--- src/rtl/traffic_pkg.sv ---
// Shared constants and types for the traffic request front-end.
// Direction indices, axis masks and the debouncer state encoding.
package traffic_pkg;

    localparam int DIR_N    = 0;
    localparam int DIR_S    = 1;
    localparam int DIR_E    = 2;
    localparam int DIR_W    = 3;
    localparam int NUM_DIRS = 4;

    localparam logic [NUM_DIRS-1:0] NS_MASK = 4'b0011;
    localparam logic [NUM_DIRS-1:0] EW_MASK = 4'b1100;

    typedef enum logic [1:0] {
        IDLE            = 2'd0,
        CONFIRM_PRESS   = 2'd1,
        PRESSED         = 2'd2,
        CONFIRM_RELEASE = 2'd3
    } deb_state_e;

endpackage

--- src/rtl/button_debouncer.sv ---
// One button: 2-flop synchroniser, debounce FSM, registered 1-cycle press pulse.
// Pulse appears DEBOUNCE_CYCLES+2 edges after the first high sample; no backpressure.
module button_debouncer
    import traffic_pkg::*;
#(
    parameter int DEBOUNCE_CYCLES = 4
) (
    input  logic clk,
    input  logic rst,
    input  logic btn_raw,
    output logic press_pulse
);

    localparam logic [7:0] CNT_LAST = 8'(DEBOUNCE_CYCLES);

    logic [1:0]  sync_ff;
    logic        sample;
    deb_state_e  state, state_nxt;
    logic [7:0]  cnt, cnt_nxt;
    logic        pulse_nxt;

    assign sample = sync_ff[1];

    always_ff @(posedge clk) begin
        if (rst) begin
            sync_ff     <= 2'b00;
            state       <= IDLE;
            cnt         <= 8'd0;
            press_pulse <= 1'b0;
        end else begin
            sync_ff     <= {sync_ff[0], btn_raw};
            state       <= state_nxt;
            cnt         <= cnt_nxt;
            press_pulse <= pulse_nxt;
        end
    end

    // cnt holds the number of consecutive confirming samples already seen
    always_comb begin
        state_nxt = state;
        cnt_nxt   = cnt;
        pulse_nxt = 1'b0;
        case (state)
            IDLE: begin
                if (sample) begin
                    if (CNT_LAST == 8'd1) begin
                        state_nxt = PRESSED;
                        cnt_nxt   = 8'd0;
                        pulse_nxt = 1'b1;
                    end else begin
                        state_nxt = CONFIRM_PRESS;
                        cnt_nxt   = 8'd1;
                    end
                end
            end
            CONFIRM_PRESS: begin
                if (!sample) begin
                    state_nxt = IDLE;
                    cnt_nxt   = 8'd0;
                end else if (cnt + 8'd1 == CNT_LAST) begin
                    state_nxt = PRESSED;
                    cnt_nxt   = 8'd0;
                    pulse_nxt = 1'b1;
                end else begin
                    cnt_nxt = cnt + 8'd1;
                end
            end
            PRESSED: begin
                if (!sample) begin
                    if (CNT_LAST == 8'd1) begin
                        state_nxt = IDLE;
                        cnt_nxt   = 8'd0;
                    end else begin
                        state_nxt = CONFIRM_RELEASE;
                        cnt_nxt   = 8'd1;
                    end
                end
            end
            CONFIRM_RELEASE: begin
                if (sample) begin
                    state_nxt = PRESSED;
                    cnt_nxt   = 8'd0;
                end else if (cnt + 8'd1 == CNT_LAST) begin
                    state_nxt = IDLE;
                    cnt_nxt   = 8'd0;
                end else begin
                    cnt_nxt = cnt + 8'd1;
                end
            end
            default: begin
                state_nxt = IDLE;
                cnt_nxt   = 8'd0;
            end
        endcase
    end

endmodule

--- src/rtl/request_conditioner.sv ---
// Turns four raw buttons into latched per-direction demand, cleared at the end of that axis's green.
// pending sets DEBOUNCE_CYCLES+3 edges after a stable press; no backpressure, stuck_alarm is sticky.
module request_conditioner
    import traffic_pkg::*;
#(
    parameter int DEBOUNCE_CYCLES = 4,
    parameter int MAX_PENDING     = 64
) (
    input  logic                clk,
    input  logic                rst,
    input  logic [NUM_DIRS-1:0] btn_raw,
    input  logic                ns_green,
    input  logic                ew_green,
    output logic                request,
    output logic [NUM_DIRS-1:0] pending,
    output logic                stuck_alarm
);

    localparam int               AGE_W     = $clog2(MAX_PENDING + 1);
    localparam logic [AGE_W-1:0] AGE_LIMIT = AGE_W'(MAX_PENDING - 1);

    logic [NUM_DIRS-1:0] press;
    logic [NUM_DIRS-1:0] clear_mask;
    logic                ns_d, ew_d;
    logic                ns_fall, ew_fall;
    logic [AGE_W-1:0]    age, age_nxt;

    for (genvar g = 0; g < NUM_DIRS; g++) begin : g_btn
        button_debouncer #(
            .DEBOUNCE_CYCLES (DEBOUNCE_CYCLES)
        ) u_deb (
            .clk         (clk),
            .rst         (rst),
            .btn_raw     (btn_raw[g]),
            .press_pulse (press[g])
        );
    end

    assign ns_fall    = ns_d & ~ns_green;
    assign ew_fall    = ew_d & ~ew_green;
    assign clear_mask = ({NUM_DIRS{ns_fall}} & NS_MASK) | ({NUM_DIRS{ew_fall}} & EW_MASK);
    assign request    = |pending;
    assign age_nxt    = (age == {AGE_W{1'b1}}) ? age : age + AGE_W'(1);

    // A press arriving with its axis clear is kept: it waits for the next green end.
    always_ff @(posedge clk) begin
        if (rst) begin
            ns_d    <= 1'b0;
            ew_d    <= 1'b0;
            pending <= '0;
        end else begin
            ns_d    <= ns_green;
            ew_d    <= ew_green;
            pending <= (pending & ~clear_mask) | press;
        end
    end

    always_ff @(posedge clk) begin
        if (rst) begin
            age         <= '0;
            stuck_alarm <= 1'b0;
        end else if (request) begin
            age <= age_nxt;
            if (age_nxt == AGE_LIMIT) begin
                stuck_alarm <= 1'b1;
            end
        end else begin
            age <= '0;
        end
    end

endmodule

--- config.mk ---
export PLATFORM = sky130hd
export DESIGN_NAME = request_conditioner
export DESIGN_NICKNAME = d
export VERILOG_FILES = /design/src/rtl/traffic_pkg.sv /design/src/rtl/button_debouncer.sv /design/src/rtl/request_conditioner.sv
export SDC_FILE = /design/constraint.sdc
export NUM_CORES = 1
export LEC_CHECK = 0
export CORE_MARGIN = 1
export CORE_UTILIZATION = 50
export DETAILED_ROUTE_END_ITERATION = 16
export DONT_BUFFER_PORTS = 1
export SLEW_MARGIN = 15
export SYNTH_ARGS = -nofsm -noshare
export SYNTH_HDL_FRONTEND = slang
export SYNTH_SLANG_ARGS = --single-unit
--- constraint.sdc ---
create_clock -name clk -period 1.9 [get_ports clk]
set_input_delay 0.19 -clock clk [delete_from_list [all_inputs] [get_ports clk]]
set_output_delay 0.19 -clock clk [all_outputs]
set_load 0.05 [all_outputs]
==> qor.yml <==
status: "finished clean"
slew_headroom_pct: 61.7
ys_top_cells_by_area: "dfxtp_1, nor2_1, a21oi_1"
rsz0062_at_grt: "no"
gp_congestion: 0.794
num_vias: 2423
arrival_ps: 1960
die_w_um: 78.4
start_util_pct: 52.4
htree_levels: 3
grt_max_degree: 56
synth_seq_cells: 66
slew_viol_final: 0
crit_fanout: 7
critPathLaunchType: "register"
antenna_found_initial: 0
synth_edf_count: 0
drive_gt1_share_pct: 8.43
worst_pin_slew_ps: 571
grt_pass1_wl_um: 9790
synth_top_area_share_pct: 45.3
fin_nets: 366
cp.required_ps: 2120
final_area_um2: 3310
period_needed_ps: 1750
ys_seq_area_share_pct: 45.3
areaGrowthSynthToFinish_pct: 13.4
ys.flop_type: "dfxtp_1"
drt-initial-drc-count: 141
cts_buffers: 9
p_per_area_nw_per_um2: 805
syn-num-nets: 353
fill_cells: 507
synth.distinct_cells: 44
grt_pass1_vias: 2264
cts_tree: "done"
max_freq_ghz: 0.573
yosys-top-cells-count: "dfxtp_1, nor2_1, a21oi_1"
ir_drop_mv: 0.461
wire_per_inst_um: 13.2
drt-pass1-iter-count: 4
tns_ps: 0
clk_path_buf_depth: 2
syn_inst: 340
finalHoldViolations: 0
drc: 0
totalWireLength_um: 5670
diodes: 0
die_area_um2: 6150
fin_worst_skew_ps: 10.7
cts_sinks: 66
final_antenna_net_count: 0
hold_slack_ps: 45.3
fp-row-count: 27
async_flop_share_pct: 0
dp.cells: 407
place.port_buffers: 0
final-setup-viol-count: 0
setup_ws_ps: 154
ys_warn_count: 0
clock-root-buffer: "clkbuf_8"
routed_via_density: 5.66
syn_area_per_cell_um2: 8.59
grt.overflow.total: 0
yosysTopAreaCell: "dfxtp_1"
clk_pin_slew_ps: 60
power_leakage_nw: 1.24
insertion_delay_ps: 340
dpl_cell_area_um2: 3020
place_ws_ps: 89.9
die_h_um: 78.4
post-dp-hpwl_um: 3600
max_cap_viol_count: 0
worstSetupPathType: "register to register"
hold_path.class: "primary input to register"
io-pin-count: 14
grtUsageTotal_pct: 20.4
synth_most_common_cell: "dfxtp_1"
crit_path_end_kind: "register"
stdcell_count: 428
synthesis.area_um2: 2920
design.core.area_um2: 5570
fin_crit_sh_pct: 91.9
## timing repair
item | in CTS | in global routing
hold endpoints to repair | 55 | 0
gates resized for setup | 0 | 5
buffers inserted | 0 | 0
hold buffers | 7 | 0
setup endpoints to repair | 0 | 2
## per-layer routing
layer / part of all wire, % / track usage (%)
met3: 2.2 / 4.30
met4: 1.7 / 11.7
met2: 48 / 34.3
met5: 0 / 0
met1: 48 / 24.0
## worst max-delay path, stage by stage, from the launching register on
cell,delay [ps]
dfxtp_1,370
ha_1,200
or4b_4,500
o211ai_4,250
nor2_1,70
o21ai_0,150
a21oi_1,80
## where the power goes
part	switching, W	total (W)	internal [W]
clock	0.000497	0.00116	0.000658
combinational	0.0000489	0.0000859	0.0000370
sequential	0.0000202	0.00142	0.00140
## cell usage in the layout (no fill, tap or decap), types with 2 or more instances in the layout
cell	n
ha_1	4
nor2b_1	10
nand4_1	4
o21ai_0	15
a21oi_1	24
inv_1	4
o22a_1	8
nor4b_1	2
or3_1	5
nand2b_1	6
clkinv_2	2
a31oi_1	10
nand3_1	18
nand4b_1	2
nand3b_1	2
and3_1	14
a311oi_1	2
xor2_1	12
and2_1	2
a211oi_1	4
dfxtp_2	2
dfxtp_1	64
dlygate4sd3_1	6
nor2_1	47
nor4_1	5
buf_4	8
nand2_1	22
xnor2_1	7
o21a_1	2
nor3_1	9
clkbuf_8	11
or3b_1	3
mux2i_1	3
## sequential cells by signal, indices dropped and copies added, names as in the netlist, 4 cells and up, named ones only
register                 cells
g_btn.u_deb.state            4
pending                      4
age                          7
g_btn.u_deb.sync_ff          8
g_btn.u_deb.cnt             32
g_btn.u_deb.press_pulse      4
## path summary, 6_finish.rpt
kind	slack [ps]	startpoint	endpoint	cells past startpoint
max	150	g_btn[3].u_deb.cnt[0]$_SDFFE_PP0P_	g_btn[3].u_deb.cnt[4]$_SDFFE_PP0P_	6
min	50	rst	register	2
max reg2reg	150	g_btn[3].u_deb.cnt[0]$_SDFFE_PP0P_	g_btn[3].u_deb.cnt[4]$_SDFFE_PP0P_	6
min reg2reg	440	g_btn[0].u_deb.sync_ff[0]$_SDFF_PP0_	g_btn[0].u_deb.sync_ff[1]$_SDFF_PP0_	1
## through the flow
step           utilization, %  power, W
2_1_floorplan               -   0.00151
3_3_place_gp             54.2   0.00151
3_5_place_dp             54.2   0.00151
4_1_cts                  59.1   0.00270
5_1_grt                  59.4   0.00277
6_report                 59.4   0.00266
## layout make-up
cell class	count	area (µm²)	area share, %
well taps	72	90.1	2.72
inverters	4	15.0	0.454
multi-input cells	257	1550	46.8
flip-flops and latches	66	1320	40.0
clock buffers	11	151	4.57
clock inverters	3	40.0	1.21
repair buffers	15	140	4.23
## cells by family after synthesis
kind of cell               count (synthesis)  synth area share [%]
buffers and inverters                     17                  2.19
AOI/OAI and AO/OA                         71                  15.1
xor gates and xnor gates                  20                  6.26
and+or+nand+nor                          158                  28.0
DFF                                       66                  45.3
muxes                                      3                  1.03
adders and majority gates                  5                  2.14
(Power assumes the default switching activity.)
